File: config.mk
export PLATFORM = sky130hd
export DESIGN_NAME = mem_port_arbiter
export DESIGN_NICKNAME = d
export VERILOG_FILES = /design/src/rtl/riscv_pkg.sv /design/src/rtl/mem_timeout_counter.sv /design/src/rtl/mem_port_arbiter.sv
export SDC_FILE = /design/constraint.sdc
export NUM_CORES = 1
export LEC_CHECK = 0
export CAP_MARGIN = 30
export CORE_MARGIN = 2
export CORE_UTILIZATION = 41
export DETAILED_ROUTE_END_ITERATION = 8
export PLACE_DENSITY = 0.89
export SLEW_MARGIN = 20
export SYNTH_ARGS = -nofsm -noshare
export SYNTH_HDL_FRONTEND = slang
export SYNTH_SLANG_ARGS = --single-unit
File: constraint.sdc
create_clock -name clk -period 1.88 [get_ports clk]
set_input_delay 0.47 -clock clk [delete_from_list [all_inputs] [get_ports clk]]
set_output_delay 0.47 -clock clk [all_outputs]
set_load 0.005 [all_outputs]
File: src/rtl/riscv_pkg.sv
// Shared core definitions: opcodes, NOP encoding and
// the memory-port arbiter state encoding.
package riscv_pkg;

    localparam logic [6:0]  OP_LOAD  = 7'b0000011;
    localparam logic [6:0]  OP_STORE = 7'b0100011;
    localparam logic [31:0] NOP_ENC  = 32'h00000013;

    typedef enum logic [1:0] {
        ARB_IDLE  = 2'd0,
        ARB_DATA  = 2'd1,
        ARB_INSTR = 2'd2
    } arbState_t;

endpackage

File: src/rtl/mem_timeout_counter.sv
// Wait-cycle counter for the memory port; flags the cycle in which
// the TIMEOUT_CYCLES-th consecutive wait cycle occurs.
module mem_timeout_counter #(
    parameter int TIMEOUT_CYCLES = 255
) (
    input  logic clk,
    input  logic rst,
    input  logic en,
    input  logic clr,
    output logic expired
);

    localparam int W = $clog2(TIMEOUT_CYCLES + 1);
    localparam logic [W-1:0] LAST = W'(TIMEOUT_CYCLES - 1);

    logic [W-1:0] count;

    always_ff @(posedge clk) begin
        if (!rst) begin
            count <= '0;
        end else if (clr) begin
            count <= '0;
        end else if (en && count != LAST) begin
            count <= count + 1'b1;
        end
    end

    // Reaching the limit is this edge, so abort as part of it.
    assign expired = en & (count == LAST);

endmodule

File: src/rtl/mem_port_arbiter.sv
// Arbitrates the single memory port between fetch and load/store,
// stalling the pipeline until every request of the cycle is served.
module mem_port_arbiter
    import riscv_pkg::*;
#(
    parameter int          TIMEOUT_CYCLES = 255,
    parameter logic [31:0] NOP_INSTR      = NOP_ENC
) (
    input  logic        clk,
    input  logic        rst,
    input  logic        if_req,
    input  logic [31:0] if_addr,
    input  logic        dm_re,
    input  logic        dm_we,
    input  logic [31:0] dm_addr,
    input  logic [31:0] dm_wdata,
    input  logic        mem_ready,
    input  logic [31:0] mem_rdata,
    output logic        mem_valid,
    output logic        mem_we,
    output logic [31:0] mem_addr,
    output logic [31:0] mem_wdata,
    output logic [31:0] if_rdata,
    output logic [31:0] dm_rdata,
    output logic        stall,
    output logic        bus_err
);

    arbState_t   stateQ, stateD;
    logic        validD, weD;
    logic [31:0] addrD, wdataD;
    logic        dmSrv, ifSrv;
    logic        dmPend, ifPend;
    logic        busy, done, expired;

    assign dmPend = (dm_re | dm_we) & ~dmSrv;
    assign ifPend = if_req & ~ifSrv;
    assign stall  = dmPend | ifPend;
    assign busy   = stateQ != ARB_IDLE;
    assign done   = busy & (mem_ready | expired);

    mem_timeout_counter #(
        .TIMEOUT_CYCLES(TIMEOUT_CYCLES)
    ) uTimeout (
        .clk    (clk),
        .rst    (rst),
        .en     (busy & ~mem_ready),
        .clr    (~busy | done),
        .expired(expired)
    );

    always_comb begin
        stateD = stateQ;
        validD = mem_valid;
        weD    = mem_we;
        addrD  = mem_addr;
        wdataD = mem_wdata;
        unique case (stateQ)
            ARB_IDLE: begin
                // Data first: it belongs to the older instruction.
                if (dmPend) begin
                    stateD = ARB_DATA;
                    validD = 1'b1;
                    weD    = dm_we;
                    addrD  = dm_addr;
                    wdataD = dm_wdata;
                end else if (ifPend) begin
                    stateD = ARB_INSTR;
                    validD = 1'b1;
                    weD    = 1'b0;
                    addrD  = if_addr;
                end else begin
                    validD = 1'b0;
                end
            end
            ARB_DATA, ARB_INSTR: begin
                if (done) begin
                    stateD = ARB_IDLE;
                    validD = 1'b0;
                end
            end
            default: begin
                stateD = ARB_IDLE;
                validD = 1'b0;
            end
        endcase
    end

    always_ff @(posedge clk) begin
        if (!rst) begin
            stateQ    <= ARB_IDLE;
            mem_valid <= 1'b0;
            mem_we    <= 1'b0;
            mem_addr  <= '0;
            mem_wdata <= '0;
            if_rdata  <= '0;
            dm_rdata  <= '0;
            bus_err   <= 1'b0;
            dmSrv     <= 1'b0;
            ifSrv     <= 1'b0;
        end else begin
            stateQ    <= stateD;
            mem_valid <= validD;
            mem_we    <= weD;
            mem_addr  <= addrD;
            mem_wdata <= wdataD;
            if (done && stateQ == ARB_DATA && !mem_we)
                dm_rdata <= expired ? '0 : mem_rdata;
            if (done && stateQ == ARB_INSTR)
                if_rdata <= expired ? NOP_INSTR : mem_rdata;
            if (expired)
                bus_err <= 1'b1;
            // An advancing pipeline starts a fresh set of requests.
            if (!stall) begin
                dmSrv <= 1'b0;
                ifSrv <= 1'b0;
            end else if (done) begin
                if (stateQ == ARB_DATA) dmSrv <= 1'b1;
                else                    ifSrv <= 1'b1;
            end
        end
    end

endmodule

==> impl_results.html, run 1 <==
<table>
<tr><th>Metric</th><th>Value</th></tr>
<tr><th colspan="2">Layout</th></tr>
<tr><td>Area used by sequential logic in the layout</td><td>2860 um2</td></tr>
<tr><td>Number of inserted diodes</td><td>0</td></tr>
<tr><td>Area delta synth-&gt;final</td><td>62.6%</td></tr>
<tr><td>Fraction of final layout cells with drive strength greater than 1</td><td>8.42%</td></tr>
<tr><td>Total Nets Final</td><td>1076</td></tr>
<tr><td>Layout fillers</td><td>1040</td></tr>
<tr><td>Final cell count without fillers</td><td>1126</td></tr>
<tr><td>Multi-input gate area</td><td>2460 um2</td></tr>
<tr><th colspan="2">Synthesis</th></tr>
<tr><td>Dominant combinational cell family by area after synthesis</td><td>compound AO/OA/AOI/OAI gates</td></tr>
<tr><td>Post-Synthesis Net Count</td><td>823</td></tr>
<tr><td>Synthesized-area fraction occupied by ao, oa, aoi and oai cells</td><td>21.7%</td></tr>
<tr><td>Number of synthesized register bits</td><td>143</td></tr>
<tr><td>Part of the Yosys area used for sequential elements</td><td>50.8%</td></tr>
<tr><td>Proportion of synthesized area in mux cells</td><td>0%</td></tr>
<tr><td>Number of enable flip-flop cells after synthesis</td><td>0</td></tr>
<tr><td>Synthesized netlist cell count</td><td>684</td></tr>
<tr><td>Synth warn</td><td>0</td></tr>
<tr><td>Netlist Area Pre-Place</td><td>5630 um2</td></tr>
<tr><td>Fraction of the mapped netlist area in simple logic gates</td><td>19.6%</td></tr>
<tr><td>Share of synthesized cell area in full adder, half adder and majority cells</td><td>1.11%</td></tr>
<tr><td>Proportion of synthesized flip-flops having asynchronous set or reset</td><td>0%</td></tr>
<tr><td>Post-synth top flop</td><td>sky130_fd_sc_hd__dfxtp_1</td></tr>
<tr><td>Count of different cell masters after synthesis</td><td>38</td></tr>
<tr><td>Share of the synthesized netlist area taken by xor and xnor gates</td><td>0.933%</td></tr>
<tr><td>Avg Inst Size Synth</td><td>8.23 um2</td></tr>
<tr><th colspan="2">Timing</th></tr>
<tr><td>Number of setup violations in the final report</td><td>0</td></tr>
<tr><td>Final Skew</td><td>0.0139 ns</td></tr>
<tr><td>Maximum clock rate</td><td>549 MHz</td></tr>
<tr><td>Share of the clock period used by the worst path after layout</td><td>96.9%</td></tr>
<tr><td>Final count of pins violating max slew</td><td>0</td></tr>
<tr><td>Min Clock Period, post-route</td><td>1.82 ns</td></tr>
<tr><td>Transition time of the tightest slew-check pin</td><td>0.641 ns</td></tr>
<tr><td>Fin. Hold Viols</td><td>0</td></tr>
<tr><td>Slew HR</td><td>57.3%</td></tr>
<tr><td>Min setup slack post-route</td><td>0.0584 ns</td></tr>
<tr><td>Unrepaired setup endpoints after global routing</td><td>false</td></tr>
<tr><th colspan="2">Drt</th></tr>
<tr><td>Detailed Routing Iterations Pass 1</td><td>5</td></tr>
<tr><td>First DRT Iteration DRCs</td><td>499</td></tr>
<tr><td>Number of nets with antenna violations after routing</td><td>0</td></tr>
<tr><td>Average vias per placed instance</td><td>5.29</td></tr>
<tr><td>Overall routed net length</td><td>18.4 mm</td></tr>
<tr><td>Routed wire per std cell</td><td>16.3 um</td></tr>
<tr><td>Total number of vias</td><td>5951</td></tr>
<tr><td>DRC Markers</td><td>0</td></tr>
<tr><th colspan="2">Clock tree</th></tr>
<tr><td>Clock latency on the worst-skew pair</td><td>0.43 ns</td></tr>
<tr><td>Clock slew seen by the registers of the worst setup and hold paths</td><td>0.06 ns</td></tr>
<tr><td>CTS tree</td><td>done</td></tr>
<tr><td>Count of clock tree sinks</td><td>143</td></tr>
<tr><td>Post-CTS Hold Buffers</td><td>0</td></tr>
<tr><td>Number of CTS-inserted buffers</td><td>17</td></tr>
<tr><td>Max clock buf depth</td><td>2</td></tr>
<tr><td>Master cell of the clock root buffer</td><td>sky130_fd_sc_hd__clkbuf_16</td></tr>
<tr><td>CTS H-tree lvls</td><td>4</td></tr>
<tr><th colspan="2">Placed design</th></tr>
<tr><td>HPWL Detailed</td><td>12.4 mm</td></tr>
<tr><td>Cell count after placement</td><td>1093</td></tr>
<tr><td>GP Congestion</td><td>0.817</td></tr>
<tr><td>Setup WS pre-CTS</td><td>-0.355 ns</td></tr>
<tr><td>Port buffer count</td><td>265</td></tr>
<tr><th colspan="2">Flow run</th></tr>
<tr><td>Max-cap violation count</td><td>0</td></tr>
<tr><th colspan="2">Power and ir drop</th></tr>
<tr><td>Internal power component</td><td>7470 uW</td></tr>
<tr><td>Net switching power</td><td>3150 uW</td></tr>
<tr><td>Switching portion of total power</td><td>29.6%</td></tr>
<tr><td>Sequential cell fraction of total power</td><td>35.7%</td></tr>
<tr><td>Relative contribution of the clock network to total power</td><td>32.5%</td></tr>
<tr><td>Peak supply drop</td><td>0.00103 V</td></tr>
<tr><td>PwrDens</td><td>1160 nW/um2</td></tr>
<tr><td>Leakage dissipation</td><td>0.00335 uW</td></tr>
<tr><td>Combinational cell fraction of total power</td><td>31.8%</td></tr>
<tr><th colspan="2">GRT</th></tr>
<tr><td>First-pass GRT wire length</td><td>28.9 mm</td></tr>
<tr><td>Total global-route track usage</td><td>25.2%</td></tr>
<tr><td>Overflow left after global routing</td><td>0</td></tr>
<tr><td>Via count of the first global-routing pass</td><td>5787</td></tr>
<tr><td>Antenna violations before repair</td><td>0</td></tr>
<tr><td>Largest net degree at the start of global routing</td><td>61</td></tr>
<tr><th colspan="2">Die</th></tr>
<tr><td>Effective utilization at floorplan</td><td>42.2%</td></tr>
<tr><td>Std-Cell Core Area</td><td>13300 um2</td></tr>
<tr><td>Floorplan die width</td><td>121 um</td></tr>
<tr><td>Number of I/O pins</td><td>266</td></tr>
<tr><td>Total number of placement rows</td><td>42</td></tr>
<tr><td>Die Height</td><td>121 um</td></tr>
<tr><td>Die Footprint</td><td>14700 um2</td></tr>
<tr><th colspan="2">Worst setup path</th></tr>
<tr><td>Kind of cell with the highest combined delay on the critical path</td><td>buffers and inverters</td></tr>
<tr><td>Launching instance or port of the critical path</td><td>mem_addr[26]</td></tr>
<tr><td>Critical path peak fanout</td><td>2</td></tr>
<tr><td>Worst setup path class</td><td>flip-flop to output pin</td></tr>
<tr><td>CP endpoint kind</td><td>output pin</td></tr>
<tr><td>CP max-delay cell</td><td>sky130_fd_sc_hd__clkdlybuf4s50_1</td></tr>
<tr><td>Crit path required time</td><td>1.41 ns</td></tr>
<tr><td>Reg-to-Reg Start</td><td>stateQ[0]</td></tr>
<tr><td>Cell breakdown of the critical path</td><td>clkdlybuf4s50_1</td></tr>
<tr><td>Number of buffer and inverter stages on the critical path</td><td>1</td></tr>
<tr><td>Crit path largest cell delay</td><td>0.56 ns</td></tr>
<tr><td>Data arrival time of the worst path</td><td>1.35 ns</td></tr>
<tr><td>Sort of element at the start of the critical path</td><td>flip-flop</td></tr>
<tr><th colspan="2">Worst hold path</th></tr>
<tr><td>Start point of the worst hold path</td><td>mem_ready</td></tr>
<tr><td>Hold Crit Class</td><td>input pin to flip-flop</td></tr>
<tr><th colspan="2">Run status</th></tr>
<tr><td>Result of the run</td><td>finished, final reports clean</td></tr>
</table>
## power groups by stage
stage	combinational, uW	clock (uW)	sequential [uW]
after CTS	3390	3500	3790
after detailed placement	3350	0	3840
after global placement	3300	0	3830
after global routing	3660	3650	3850
final	3370	3450	3790
after floorplan	1490	0	3850
## layout by cell type (no fill, tap or decap), types with 4 or more instances in the layout
master                              n
sky130_fd_sc_hd__clkinv_2           4
sky130_fd_sc_hd__a21oi_1           95
sky130_fd_sc_hd__dfxtp_1          143
sky130_fd_sc_hd__o21ai_1           38
sky130_fd_sc_hd__buf_4             22
sky130_fd_sc_hd__clkinvlp_4         4
sky130_fd_sc_hd__nor2_1            43
sky130_fd_sc_hd__buf_12             9
sky130_fd_sc_hd__clkdlybuf4s50_1  261
sky130_fd_sc_hd__clkbuf_16         17
sky130_fd_sc_hd__o21ai_0           23
sky130_fd_sc_hd__nand2_1          134
sky130_fd_sc_hd__a311oi_1          32
sky130_fd_sc_hd__nand2b_1           4
sky130_fd_sc_hd__xor2_1             5
sky130_fd_sc_hd__nand3_1           67
sky130_fd_sc_hd__ha_1               5
## layout make-up
| type | count | share of cell area [%] |
|---|---|---|
| Tap cell | 176 | 2.41 |
| Clock buffer | 22 | 5.18 |
| Multi-Input combinational cell | 474 | 26.9 |
| Inverter | 5 | 0.219 |
| Sequential cell | 143 | 31.3 |
| Timing Repair Buffer | 296 | 32.6 |
| Clock inverter | 10 | 1.48 |
## worst register-to-register path, cell delays in order (launching register included)
cell and delay (ns):
sky130_fd_sc_hd__dfxtp_1 0.36, sky130_fd_sc_hd__inv_1 0.08, sky130_fd_sc_hd__ha_1 0.27, sky130_fd_sc_hd__buf_4 0.18, sky130_fd_sc_hd__nor2b_2 0.24, sky130_fd_sc_hd__buf_12 0.22
sky130_fd_sc_hd__nand3_1 0.13, sky130_fd_sc_hd__a21oi_1 0.18
## cells in the mapped netlist, types with 2 or more instances
cell                       number  area, um2
sky130_fd_sc_hd__buf_2         23        115
sky130_fd_sc_hd__nand4_1        2       12.5
sky130_fd_sc_hd__o221a_2        3       33.8
sky130_fd_sc_hd__inv_2          2       7.51
sky130_fd_sc_hd__nand2_1      135        507
sky130_fd_sc_hd__nor3_1         2       10.0
sky130_fd_sc_hd__a311oi_1      32        280
sky130_fd_sc_hd__o21ai_0       23        115
sky130_fd_sc_hd__nand2b_1       4       25.0
sky130_fd_sc_hd__nand3_1       67        335
sky130_fd_sc_hd__nor2_2         2       12.5
sky130_fd_sc_hd__dfxtp_1      143       2860
sky130_fd_sc_hd__a21oi_1       95        475
sky130_fd_sc_hd__o21ai_1       38        190
sky130_fd_sc_hd__clkbuf_1      31        116
sky130_fd_sc_hd__clkbuf_2       2       10.0
sky130_fd_sc_hd__ha_1           5       62.6
sky130_fd_sc_hd__o211a_1        2       20.0
sky130_fd_sc_hd__xor2_1         5       43.8
sky130_fd_sc_hd__buf_6          5       56.3
sky130_fd_sc_hd__inv_1          3       11.3
sky130_fd_sc_hd__nor2_1        44        165
## per-layer routing
layer	share of wire (%)	vias to the layer above	track usage, %
li1	-	2883	-
met1	40	2773	29.3
met2	48	246	40.9
met3	7.3	49	8.60
met4	4.5	0	13.4
met5	0	-	0
## kinds of logic after synthesis
family                     after synthesis
buffers and inverters                   67
adders and majority gates                5
and+or+nand+nor                        261
DFF                                    143
AOI/OAI and AO/OA                      202
xor gates and xnor gates                 6
## through the flow
step	utilization, %	TNS [ns]	total power, uW	hold WS (ns)	instance area (um2)
2_1_floorplan	-	0	5340	0.453	5630
3_3_place_gp	64.0	-9.10	7130	0.442	8540
3_5_place_dp	64.0	-10.62	7190	0.446	8540
4_1_cts	68.6	0	10700	0.380	9160
5_1_grt	68.6	0	11200	0.403	9160
6_report	68.6	0	10600	0.387	9160
## final timing paths
path / depth (start not counted) / endpoint / slack, ns
setup reg to reg: 7 / if_rdata[19] / 0.15
hold / removal: 3 / dm_rdata[4] / 0.39
hold reg to reg: 2 / mem_wdata[22] / 0.45
setup / recovery: 1 / mem_addr[26] / 0.06
## sequential cells by signal, indices dropped and copies added, names as in the netlist
register / flops
bus_err: 1
dmSrv: 1
dm_rdata: 32
ifSrv: 1
if_rdata: 32
mem_addr: 32
mem_valid: 1
mem_wdata: 32
mem_we: 1
stateQ: 2
uTimeout.count: 8
## repair_timing
| item | in CTS | in global routing |
|---|---|---|
| setup endpoints to repair | 1 | 1 |
| resized for setup | 4 | 2 |
| pin swaps | 1 | 0 |
| buffers inserted | 1 | 0 |
Power figures use the tool's default switching activity.
==> run 2: changes to the inputs <==
- CAP_MARGIN: 30 -> 20
==> results of run 2 <==
No change in the layout: final DEF, timing and power equal those of run 1.
